==> config.mk <==
export PLATFORM = sky130hd
export DESIGN_NAME = sprite_config_arbiter
export DESIGN_NICKNAME = d
export VERILOG_FILES = /design/src/rtl/sprite_cfg_pkg.sv /design/src/rtl/sprite_config_arbiter_rr_arbiter.sv /design/src/rtl/sprite_config_arbiter.sv
export SDC_FILE = /design/constraint.sdc
export NUM_CORES = 1
export LEC_CHECK = 0
export CORE_MARGIN = 4
export CORE_UTILIZATION = 40
export DETAILED_ROUTE_END_ITERATION = 10
export PLACE_DENSITY = 0.75
export SLEW_MARGIN = 20
export SYNTH_ARGS = -nofsm -noshare
export SYNTH_HDL_FRONTEND = slang
export SYNTH_HIERARCHICAL = 1
export SYNTH_SLANG_ARGS = --single-unit
==> constraint.sdc <==
create_clock -name clk_in -period 12 [get_ports clk_in]
set_input_delay 1.8 -clock clk_in [delete_from_list [all_inputs] [get_ports clk_in]]
set_output_delay 1.8 -clock clk_in [all_outputs]
set_load 0.01 [all_outputs]
==> src/rtl/sprite_cfg_pkg.sv <==
// Shared types and widths for the sprite bounds configuration path.
// A box is {en, xmin, ymin, xmax, ymax}, msb first, 43 bits wide.
package sprite_cfg_pkg;

    localparam int X_W   = 11;
    localparam int Y_W   = 10;
    localparam int BOX_W = 1 + 2 * X_W + 2 * Y_W;

    typedef struct packed {
        logic           en;
        logic [X_W-1:0] xmin;
        logic [Y_W-1:0] ymin;
        logic [X_W-1:0] xmax;
        logic [Y_W-1:0] ymax;
    } sprite_box_t;

    // Disabled boxes are never bounds-checked; enabled ones need max >= min.
    function automatic logic box_bounds_ok(input sprite_box_t b);
        return !b.en || ((b.xmax >= b.xmin) && (b.ymax >= b.ymin));
    endfunction

endpackage

==> src/rtl/sprite_config_arbiter_rr_arbiter.sv <==
// Combinational round-robin arbiter: first active request at or above the
// pointer, wrapping, as a one-hot grant plus its encoded index.
module rr_arbiter #(
    parameter int N = 4,
    localparam int PW = $clog2(N)
) (
    input  logic [N-1:0]  req_i,
    input  logic [PW-1:0] ptr_i,
    output logic [N-1:0]  gnt_o,
    output logic [PW-1:0] idx_o,
    output logic          any_o
);

    logic [PW:0]   cand;
    logic [PW-1:0] cand_idx;

    always_comb begin
        gnt_o    = '0;
        idx_o    = '0;
        any_o    = 1'b0;
        cand     = '0;
        cand_idx = '0;
        for (int off = 0; off < N; off++) begin
            cand = {1'b0, ptr_i} + (PW+1)'(off);
            if (cand >= (PW+1)'(N)) begin
                cand = cand - (PW+1)'(N);
            end
            cand_idx = cand[PW-1:0];
            if (!any_o && req_i[cand_idx]) begin
                any_o           = 1'b1;
                idx_o           = cand_idx;
                gnt_o[cand_idx] = 1'b1;
            end
        end
    end

endmodule

==> src/rtl/sprite_config_arbiter.sv <==
// Round-robin writers update a shadow bank of sprite boxes; the whole shadow
// bank is copied to the active bank on each new_frame_in so sprites never tear.
module sprite_config_arbiter
    import sprite_cfg_pkg::*;
#(
    parameter int NUM_REQ     = 4,
    parameter int NUM_SPRITES = 8,
    localparam int IDW = $clog2(NUM_SPRITES),
    localparam int RW  = $clog2(NUM_REQ)
) (
    input  logic                         clk_in,
    input  logic                         rst_in,
    input  logic                         new_frame_in,
    input  logic [NUM_REQ-1:0]           req_valid_in,
    output logic [NUM_REQ-1:0]           req_ready_out,
    input  logic [NUM_REQ*IDW-1:0]       req_id_in,
    input  logic [NUM_REQ*BOX_W-1:0]     req_box_in,
    output logic [NUM_SPRITES*BOX_W-1:0] active_box_out,
    output logic                         commit_out,
    output logic                         err_out,
    output logic [RW-1:0]                err_req_out
);

    logic [IDW-1:0] id_arr  [NUM_REQ];
    sprite_box_t    box_arr [NUM_REQ];
    sprite_box_t    shadow_q[NUM_SPRITES];
    sprite_box_t    active_q[NUM_SPRITES];

    logic [NUM_REQ-1:0] arb_req;
    logic [NUM_REQ-1:0] gnt;
    logic [RW-1:0]      gnt_idx;
    logic               gnt_any;

    logic [IDW-1:0] sel_id;
    sprite_box_t    sel_box;
    logic           id_ok;
    logic           reject;
    logic           accept;

    logic [RW-1:0] ptr_q, ptr_d;
    logic          commit_q, commit_d;
    logic          err_q, err_d;
    logic [RW-1:0] err_req_q, err_req_d;

    genvar gi;
    generate
        for (gi = 0; gi < NUM_REQ; gi++) begin : g_unpack
            assign id_arr[gi]  = req_id_in[gi*IDW +: IDW];
            assign box_arr[gi] = sprite_box_t'(req_box_in[gi*BOX_W +: BOX_W]);
        end
    endgenerate

    // Grants are withheld during a commit cycle so the bank copy is atomic.
    assign arb_req = new_frame_in ? '0 : req_valid_in;

    rr_arbiter #(.N(NUM_REQ)) u_arb (
        .req_i (arb_req),
        .ptr_i (ptr_q),
        .gnt_o (gnt),
        .idx_o (gnt_idx),
        .any_o (gnt_any)
    );

    assign req_ready_out = gnt;

    assign sel_id  = id_arr[gnt_idx];
    assign sel_box = box_arr[gnt_idx];
    assign id_ok   = ({1'b0, sel_id} < (IDW+1)'(NUM_SPRITES));
    assign reject  = gnt_any && (!id_ok || !box_bounds_ok(sel_box));
    assign accept  = gnt_any && !reject;

    always_comb begin
        ptr_d     = ptr_q;
        commit_d  = new_frame_in;
        err_d     = reject;
        err_req_d = err_req_q;
        if (gnt_any) begin
            ptr_d = (gnt_idx == RW'(NUM_REQ - 1)) ? '0 : gnt_idx + 1'b1;
        end
        if (reject) begin
            err_req_d = gnt_idx;
        end
    end

    always_ff @(posedge clk_in) begin
        if (rst_in) begin
            ptr_q     <= '0;
            commit_q  <= 1'b0;
            err_q     <= 1'b0;
            err_req_q <= '0;
        end else begin
            ptr_q     <= ptr_d;
            commit_q  <= commit_d;
            err_q     <= err_d;
            err_req_q <= err_req_d;
        end
    end

    generate
        for (gi = 0; gi < NUM_SPRITES; gi++) begin : g_slot
            always_ff @(posedge clk_in) begin
                if (rst_in) begin
                    shadow_q[gi] <= '0;
                end else if (accept && (sel_id == IDW'(gi))) begin
                    shadow_q[gi] <= sel_box;
                end
            end

            always_ff @(posedge clk_in) begin
                if (rst_in) begin
                    active_q[gi] <= '0;
                end else if (new_frame_in) begin
                    active_q[gi] <= shadow_q[gi];
                end
            end

            assign active_box_out[gi*BOX_W +: BOX_W] = active_q[gi];
        end
    endgenerate

    assign commit_out  = commit_q;
    assign err_out     = err_q;
    assign err_req_out = err_req_q;

endmodule
==> results.sh, run 1 <==
export IMPL_hold_viol_final=0
export IMPL_totalWireLength_mm=80.2
export IMPL_ios=543
export IMPL_synth_cell_type_count=54
export IMPL_synth_fp_nets=2106
export IMPL_antenna_left=0
export IMPL_drt_iter0_drc=1658
export IMPL_worst_slew_margin_rel_pct=25.9
export IMPL_hp_class="flip-flop to flip-flop"
export IMPL_hold_worst_slack_ns=0.505
export IMPL_setup_tns_ns=0
export IMPL_diodes=0
export IMPL_synthToLayoutAreaGrowth_pct=31.3
export IMPL_final_layout_size_suffix_gt1_share_pct=12.5
export IMPL_yosysTopAreaCell="edfxtp_1"
export IMPL_place_hpwl_mm=55.1
export IMPL_ys_ff_latch=694
export IMPL_dieWidth_um=273
export IMPL_grt_first_pass_wirelength_mm=116
export IMPL_peakVddDrop_mv=0.375
export IMPL_powerDensity_nw_per_um2=240
export IMPL_grt_overflow=0
export IMPL_syn_cell_area_um2=28200
export IMPL_max_cap_violations=0
export IMPL_synth_enable_flop_cells=688
export IMPL_post_route_min_period_ns=8.54
export IMPL_drc=0
export IMPL_fmax_mhz=117
export IMPL_initial_utilization_pct=40.3
export IMPL_clock_tree_root_cell="clkbuf_16"
export IMPL_critPathKind="primary input to flip-flop"
export IMPL_design_area_um2=37000
export IMPL_synthCells=1888
export IMPL_min_period_over_period_pct=71.1
export IMPL_rsz0062_at_grt="false"
export IMPL_synth_top_cells_by_count="edfxtp_1, and2_1, nor2_1"
export IMPL_arrival_ns=8.83
export IMPL_die_h_um=273
export IMPL_r2r_slack_ns=4.24
export IMPL_ys_seq_area_share_pct=73.8
export IMPL_cts_tree="built"
export IMPL_placementRows=97
export IMPL_synth_top_flop_cell="edfxtp_1"
export IMPL_worst_pin_slew_ns=1.11
export IMPL_antenna_found_initial=3
export IMPL_cts_buffers=72
export IMPL_synth_area_leaders="edfxtp_1, and2_1, nor2_1"
export IMPL_htreeDepth=3
export IMPL_wire_per_inst_um=23.4
export IMPL_leakagePower_nw=13.6
export IMPL_core_um2=69900
export IMPL_holdBufCountCts=0
export IMPL_outcome="complete, no violations"
export IMPL_cp_required_ns=12.30
export IMPL_worst_path_max_fanout=97
export IMPL_path_clk_slew_ns=0.06
export IMPL_postCtsSetupRepairBufs=0
export IMPL_firstDrtPassIters=5
export IMPL_async_reset_ff_share_pct=0
export IMPL_nets=2653
export IMPL_grt_start_max_net_pins=147
export IMPL_first_global_vias=17613
export IMPL_place_gp_congestion=0.923
export IMPL_end_kind="flip-flop"
export IMPL_setup_violations_final=0
export IMPL_routed_via_density=5.06
export IMPL_cts_max_path_buffers=3
export IMPL_io_buffers=542
export IMPL_synth_most_common_cell="edfxtp_1"
export IMPL_clock_sinks=694
export IMPL_finClkSkew_ns=0.0257
export IMPL_yosys_warnings=6
export IMPL_clock_latency_ns=0.61
export IMPL_via_count=17391
export IMPL_synth_top_area_share_pct=73.4
export IMPL_dieArea_um2=74700
export IMPL_worstSetupStartpointType="primary input"
export IMPL_placed_cell_area_um2=34700
export IMPL_synth_avg_cell_area_um2=14.9
export IMPL_slew_viol_final=0
export IMPL_groute_usage_overall_pct=21.0
export IMPL_post_cts_resize_count=0
sequential cells by signal (all words and copies together) (netlist names):
name and cells:
active_q 344, commit_out 1, err_out 1, err_req_out 2, ptr_q 2, shadow_q 344
cell usage in the layout, fill, tap and decap left out, types with 7 or more instances in the layout:
| cell type | instances |
|---|---|
| nor2_1 | 176 |
| a22oi_1 | 8 |
| clkbuf_1 | 13 |
| nand2_1 | 68 |
| nor3_2 | 50 |
| buf_4 | 50 |
| and2_1 | 346 |
| nand2b_1 | 9 |
| a21oi_1 | 8 |
| nor4_1 | 9 |
| mux2i_1 | 48 |
| or2_2 | 22 |
| edfxtp_1 | 688 |
| clkdlybuf4s50_1 | 542 |
| ha_1 | 27 |
| inv_1 | 25 |
| o21ai_0 | 27 |
| o21ai_1 | 21 |
| mux2_2 | 43 |
| nor2b_1 | 7 |
| clkinv_1 | 14 |
| clkinv_2 | 16 |
| clkbuf_16 | 74 |
| nor3_1 | 120 |
metrics by stage:
stage / instances / setup slack [ns] / power, W / utilization, %
3_5_place_dp: 3301 / 2.94 / 0.00680 / 49.6
2_1_floorplan: 1888 / 4.86 / 0.00538 / -
6_report: 3434 / 3.46 / 0.00888 / 52.9
5_1_grt: 3434 / 3.16 / 0.00932 / 52.9
3_3_place_gp: 3301 / 3.31 / 0.00669 / 49.6
4_1_cts: 3434 / 3.58 / 0.00896 / 52.9
cells by family after synthesis:
family,share of synthesized area (%)
AOI/OAI and AO/OA,2.05
adders and majority gates,1.20
buffers and inverters,2.38
DFF,73.8
muxes,4.05
and+or+nand+nor,16.5
worst paths after layout:
path,depth (start not counted),from,endpoint
min reg2reg,1,shadow_q[0][86],active_q[0][86]
min,1,shadow_q[0][86],active_q[0][86]
max reg2reg,18,ptr_q[0],shadow_q[1][99]
max,18,new_frame_in,shadow_q[1][99]
worst max-delay path, stage by stage:
cell and delay [ns]:
clkdlybuf4s50_1 0.56, nor2b_1 0.13, mux4_2 0.62, and2b_2 0.32, o21ai_0 0.16, o31ai_4 0.12, buf_4 0.51, mux2_2 0.40
o21ai_0 0.70, inv_1 0.18, ha_1 0.37, and3_1 0.21, a221o_1 0.30, a41oi_1 0.40, o211ai_2 0.33, nand2_8 0.50
buf_4 0.92, nor3_1 0.16
power by group:
group / internal [W] / switching, W / total (W)
registers: 0.00323 / 0.000141 / 0.00337
clock network: 0.00122 / 0.000927 / 0.00215
logic: 0.00101 / 0.00236 / 0.00337
metal layers:
| metal | share of wire (%) | track usage [%] | wire, um | vias to the layer above |
|---|---|---|---|---|
| met5 | 0 | 0 | 0 | - |
| met4 | 2.8 | 6.83 | 2240 | 0 |
| met3 | 8.3 | 5.15 | 6640 | 111 |
| met2 | 50 | 36.0 | 40300 | 787 |
| met1 | 39 | 26.3 | 31000 | 8614 |
| li1 | - | - | - | 7879 |
area by class of cell:
| class | instances | area (um^2) |
|---|---|---|
| fillers | 5654 | 32900 |
| well taps | 940 | 1180 |
| clock buffers | 89 | 1930 |
| multi-input cells | 1046 | 6830 |
| flip-flops and latches | 694 | 20800 |
| inverters | 26 | 97.6 |
| repair buffers | 595 | 5830 |
| clock inverters | 44 | 345 |
No activity file was read; power rests on OpenSTA's default activity.
==> run 2, diff against run 1 <==
- clock period: 12 -> 7.92 ns (I/O delays scaled with it)
==> results.sh, run 2 (synthesized netlist as in run 1, its figures left out) <==
export IMPL_outcome="complete, no violations"
export IMPL_dieArea_um2=74700
export IMPL_ios=543
export IMPL_wire_per_inst_um=23.6
export IMPL_worstSetupStartpointType="primary input"
export IMPL_dieWidth_um=273
export IMPL_hp_class="flip-flop to flip-flop"
export IMPL_path_clk_slew_ns=0.06
export IMPL_grt_first_pass_wirelength_mm=117
export IMPL_nets=2672
export IMPL_cp_required_ns=8.22
export IMPL_synthToLayoutAreaGrowth_pct=32.3
export IMPL_netSwitchingFraction_pct=38.2
export IMPL_postCtsSetupRepairBufs=0
export IMPL_pwr_share_clk_pct=23.9
export IMPL_p_sw_w=0.00526
export IMPL_initial_utilization_pct=40.3
export IMPL_worst_pin_slew_ns=1.17
export IMPL_via_count=17542
export IMPL_powerDensity_nw_per_um2=369
export IMPL_cts_tree="built"
export IMPL_critPathSlowestCell="o21ai_0"
export IMPL_min_period_over_period_pct=82.2
export IMPL_clock_latency_ns=0.62
export IMPL_path_cells="clkdlybuf4s50_1 -> nor2b_1 -> mux4_2 -> nor4b_4 -> nor2_1 -> a32o_4 -> o21ai_0 -> inv_1 -> ha_1 -> a21o_1 -> a221o_1 -> a41oi_1 -> o211ai_2 -> buf_4 -> nand2_8 -> buf_4 -> nor3_1"
export IMPL_critPathKind="primary input to flip-flop"
export IMPL_crit_top_cell="buf_4"
export IMPL_peakVddDrop_mv=0.314
export IMPL_rsz0062_at_grt="false"
export IMPL_setup_violations_final=0
export IMPL_finClkSkew_ns=0.0207
export IMPL_leakagePower_nw=13.8
export IMPL_drc=0
export IMPL_holdBufCountCts=0
export IMPL_hold_worst_slack_ns=0.489
export IMPL_totalWireLength_mm=81.4
export IMPL_grt_overflow=0
export IMPL_clock_sinks=694
export IMPL_grt_start_max_net_pins=206
export IMPL_cp_top_family="compound AO/OA/AOI/OAI gates"
export IMPL_power_internal_w=0.00851
export IMPL_antenna_found_initial=0
export IMPL_hold_viol_final=0
export IMPL_seqPwrFrac_pct=37.1
export IMPL_layout_commonest_cell="edfxtp_1"
export IMPL_io_buffers=542
export IMPL_critPathBufInv=4
export IMPL_diodes=0
export IMPL_met2_usage_pct=35.6
export IMPL_grtUsageMet3_pct=5.13
export IMPL_firstDrtPassIters=5
export IMPL_drt_iter0_drc=1634
export IMPL_largest_registers="active_q (344), shadow_q (344)"
export IMPL_power_frac_comb_pct=39.0
export IMPL_setup_tns_ns=0
export IMPL_slowest_delay_ns=0.72
export IMPL_placementRows=97
export IMPL_worst_slew_margin_rel_pct=22.3
export IMPL_htreeDepth=3
export IMPL_grt_busiest_layer="met2"
export IMPL_post_route_min_period_ns=6.51
export IMPL_clock_tree_root_cell="clkbuf_16"
export IMPL_cts_max_path_buffers=3
export IMPL_final_cell_mix="edfxtp_1, clkdlybuf4s50_1, and2_1, nor2_1, nor3_1"
export IMPL_slew_viol_final=0
export IMPL_max_cap_violations=0
export IMPL_place_hpwl_mm=57.5
export IMPL_cts_buffers=72
export IMPL_end_kind="flip-flop"
export IMPL_place_gp_congestion=0.906
export IMPL_core_um2=69900
export IMPL_die_h_um=273
export IMPL_final_layout_size_suffix_gt1_share_pct=13.0
export IMPL_worst_path_max_fanout=66
export IMPL_routed_via_density=5.09
export IMPL_antenna_left=0
export IMPL_met1_usage_pct=27.0
export IMPL_groute_usage_overall_pct=21.3
export IMPL_post_cts_resize_count=0
export IMPL_fmax_mhz=154
export IMPL_arrival_ns=6.81
export IMPL_first_global_vias=17851
run 2: power groups by stage:
stage | sequential [W] | clock (W) | combinational [W]
floorplan | 0.00518 | 0 | 0.00296
global placement | 0.00517 | 0 | 0.00524
detailed placement | 0.00518 | 0 | 0.00538
CTS | 0.00512 | 0.00334 | 0.00540
global route | 0.00516 | 0.00351 | 0.00575
finish | 0.00511 | 0.00329 | 0.00536
run 2: worst paths after layout:
path	startpoint	to	slack, ns	depth (start not counted)
worst min-delay path	err_req_out[1]	err_req_out[1]	0.49	2
worst min register to register	err_req_out[1]	err_req_out[1]	0.49	2
worst max register to register	ptr_q[0]	shadow_q[1][30]	1.62	18
worst max-delay path	new_frame_in	shadow_q[1][30]	1.41	17
run 2: area by class of cell:
cell class / instances / area, um^2
fillers: 5638 / 32700
flip-flops and latches: 694 / 20800
multi-input cells: 1046 / 6800
repair buffers: 614 / 6130
clock buffers: 89 / 1910
well taps: 940 / 1180
clock inverters: 35 / 365
inverters: 26 / 97.6
run 2: routing by layer:
metal,vias up,share of wire [%]
met5,-,0
met4,0,3.7
met3,144,8.5
met2,836,49
met1,8658,39
li1,7904,-
run 2: stage by stage:
stage               utilization [%]  worst slack [ns]  area, um^2  total power (W)  std cells
floorplan                         -              1.40       28200          0.00814       1888
global placement               50.0              1.05       35000           0.0104       3320
detailed placement             50.0             0.859       35000           0.0106       3320
CTS                            53.3              1.49       37300           0.0139       3444
global route                   53.3              1.03       37300           0.0144       3444
finish                         53.3              1.41       37300           0.0138       3444
run 2: worst reg2reg max path, stage by stage (launching register included):
cell and delay, ns:
dfxtp_1 0.76, inv_1 0.16, ha_1 0.41, mux4_2 0.45, and2b_2 0.31, o21ai_0 0.15, o31ai_4 0.19, buf_4 0.53
mux2_2 0.42, o21ai_1 0.37, ha_1 0.34, and3_1 0.20, a221o_1 0.29, a41oi_1 0.25, o211ai_2 0.12, buf_4 0.20
nand2_8 0.36, buf_4 0.40, nor3_1 0.10
==> run 3, diff against run 2 <==
- PLACE_DENSITY: 0.75 -> 0.78
- clock period: 7.92 -> 5.5 ns (I/O delays scaled with it)
==> results.sh, run 3 (synthesized netlist as in run 1, its figures left out) <==
export IMPL_peakVddDrop_mv=0.458
export IMPL_dp_cells=3447
export IMPL_dieWidth_um=273
export IMPL_grt_overflow=0
export IMPL_place_hpwl_mm=61.4
export IMPL_cts_buffers=70
export IMPL_totalWireLength_mm=83.0
export IMPL_worstReg2RegStart="ptr_q[0]"
export IMPL_critPathKind="primary input to flip-flop"
export IMPL_r2r_slack_ns=0.47
export IMPL_die_h_um=273
export IMPL_antenna_left=0
export IMPL_first_global_vias=18608
export IMPL_reg2reg_depth=20
export IMPL_core_um2=69900
export IMPL_cts_max_path_buffers=3
export IMPL_routed_via_density=5.05
export IMPL_cp_required_ns=5.77
export IMPL_drc=0
export IMPL_rr_endpoint="shadow_q[0][0]"
export IMPL_setup_violations_final=0
export IMPL_htreeDepth=3
export IMPL_ios=543
export IMPL_groute_usage_overall_pct=21.6
export IMPL_grt_first_pass_wirelength_mm=120
export IMPL_initial_utilization_pct=40.3
export IMPL_wire_per_inst_um=23.2
export IMPL_worst_pin_slew_ns=0.874
export IMPL_place_gp_congestion=0.901
export IMPL_firstDrtPassIters=5
export IMPL_final_cell_mix="edfxtp_1, clkdlybuf4s50_1, and2_1, nor2_1, buf_4"
export IMPL_io_buffers=542
export IMPL_grt_start_max_net_pins=130
export IMPL_post_route_min_period_ns=5.28
export IMPL_synthToLayoutAreaGrowth_pct=36.9
export IMPL_outcome="complete, no violations"
export IMPL_design_area_um2=38600
export IMPL_fmax_mhz=190
export IMPL_worstSetupStartpointType="primary input"
export IMPL_rsz0062_at_grt="false"
export IMPL_drt_iter0_drc=1686
export IMPL_clock_latency_ns=0.59
export IMPL_powerDensity_nw_per_um2=550
export IMPL_dieArea_um2=74700
export IMPL_hp_class="flip-flop to flip-flop"
export IMPL_clock_tree_root_cell="clkbuf_16"
export IMPL_instances_no_fill=3578
export IMPL_slew_viol_final=0
export IMPL_antenna_found_initial=0
export IMPL_worst_path_max_fanout=32
export IMPL_nets=2800
export IMPL_clock_sinks=694
export IMPL_via_count=18080
export IMPL_hold_worst_slack_ns=0.487
export IMPL_leakagePower_nw=14.5
export IMPL_final_layout_size_suffix_gt1_share_pct=17.1
export IMPL_worst_slew_margin_rel_pct=41.7
export IMPL_min_period_over_period_pct=95.9
export IMPL_max_cap_violations=0
export IMPL_layout_commonest_cell="edfxtp_1"
export IMPL_crit_start="req_valid_in[0]"
export IMPL_placementRows=97
export IMPL_worstHoldPathCells=2
export IMPL_worstHoldStart="err_req_out[1]"
export IMPL_cts_tree="built"
export IMPL_end_kind="flip-flop"
export IMPL_path_clk_slew_ns=0.06
export IMPL_hold_end="err_req_out[1]"
export IMPL_holdBufCountCts=0
export IMPL_largest_registers="active_q (344), shadow_q (344)"
export IMPL_arrival_ns=5.55
export IMPL_finClkSkew_ns=0.0269
export IMPL_placed_cell_area_um2=36300
export IMPL_nFillCells=5538
export IMPL_hold_viol_final=0
run 3: changes by cell type in the layout (fill, tap and decap cells not counted), sizes merged:
cell           change
buf              +130
clkbuf             +3
bufinv             +1
clkdlybuf4s50      -1
clkinv             +1
clkinvlp           -1
diode              +1
dlymetal6s2s       +1
inv                -1
run 3: stage by stage:
step / TNS, ns / util, % / total power [W] / worst slack [ns]
3_3_place_gp: -220.73 / 51.9 / 0.0162 / -0.458
5_1_grt: 0 / 55.2 / 0.0221 / 0.0857
2_1_floorplan: -38.64 / - / 0.0117 / -0.143
4_1_cts: 0 / 55.1 / 0.0212 / 0.0391
3_5_place_dp: -304.52 / 51.9 / 0.0165 / -0.578
6_report: 0 / 55.2 / 0.0212 / 0.225
run 3: worst max-delay path, stage by stage:
cell             delay [ns]
clkdlybuf4s50_1        0.41
nor2b_1                0.17
mux4_1                 0.57
nor2b_1                0.13
nor2_1                 0.07
o31ai_4                0.32
buf_12                 0.20
buf_4                  0.19
buf_4                  0.22
mux2_2                 0.35
o21ai_0                0.30
buf_4                  0.19
inv_1                  0.08
ha_1                   0.29
nand4_1                0.18
o21ai_4                0.17
and2_2                 0.23
buf_4                  0.16
a31o_2                 0.20
buf_12                 0.24
run 3: cell type report:
class | instances | area (um^2) | area share, %
Sequential cell | 694 | 20800 | 53.9
Clock buffer | 92 | 1900 | 4.92
Clock inverter | 35 | 359 | 0.931
Antenna cell | 1 | 2.50 | 0.00649
Timing Repair Buffer | 744 | 7420 | 19.2
Inverter | 26 | 97.6 | 0.253
Tap cell | 940 | 1180 | 3.05
Multi-Input combinational cell | 1046 | 6840 | 17.7
run 3: worst max path at each step:
| stage | end | slack [ns] | depth (start not counted) |
|---|---|---|---|
| finish | shadow_q[0][0] | 0.22 | 20 |
| global placement | shadow_q[1][38] | -0.46 | 21 |
| global route | shadow_q[1][10] | 0.09 | 22 |
| floorplan | shadow_q[1][43] | -0.14 | 19 |
| detailed placement | shadow_q[1][36] | -0.58 | 20 |
| CTS | shadow_q[0][29] | 0.04 | 20 |
run 3: layer usage:
layer	vias up	share of wire, %	global-route usage [%]
met4	0	2.9	7.04
met2	840	49	37.0
met3	127	7.7	4.64
met1	8942	40	27.6
met5	-	0	0
li1	8171	-	-
run 3: what timing repair did:
| item | CTS | global route |
|---|---|---|
| resized for setup | 0 | 7 |
| setup buffers | 0 | 3 |
| setup endpoints to repair | 0 | 501 |
run 3: power by group:
group	internal [W]	switching (W)
Sequential	0.00703	0.000315
Combinational	0.00356	0.00558
Clock	0.00273	0.00199
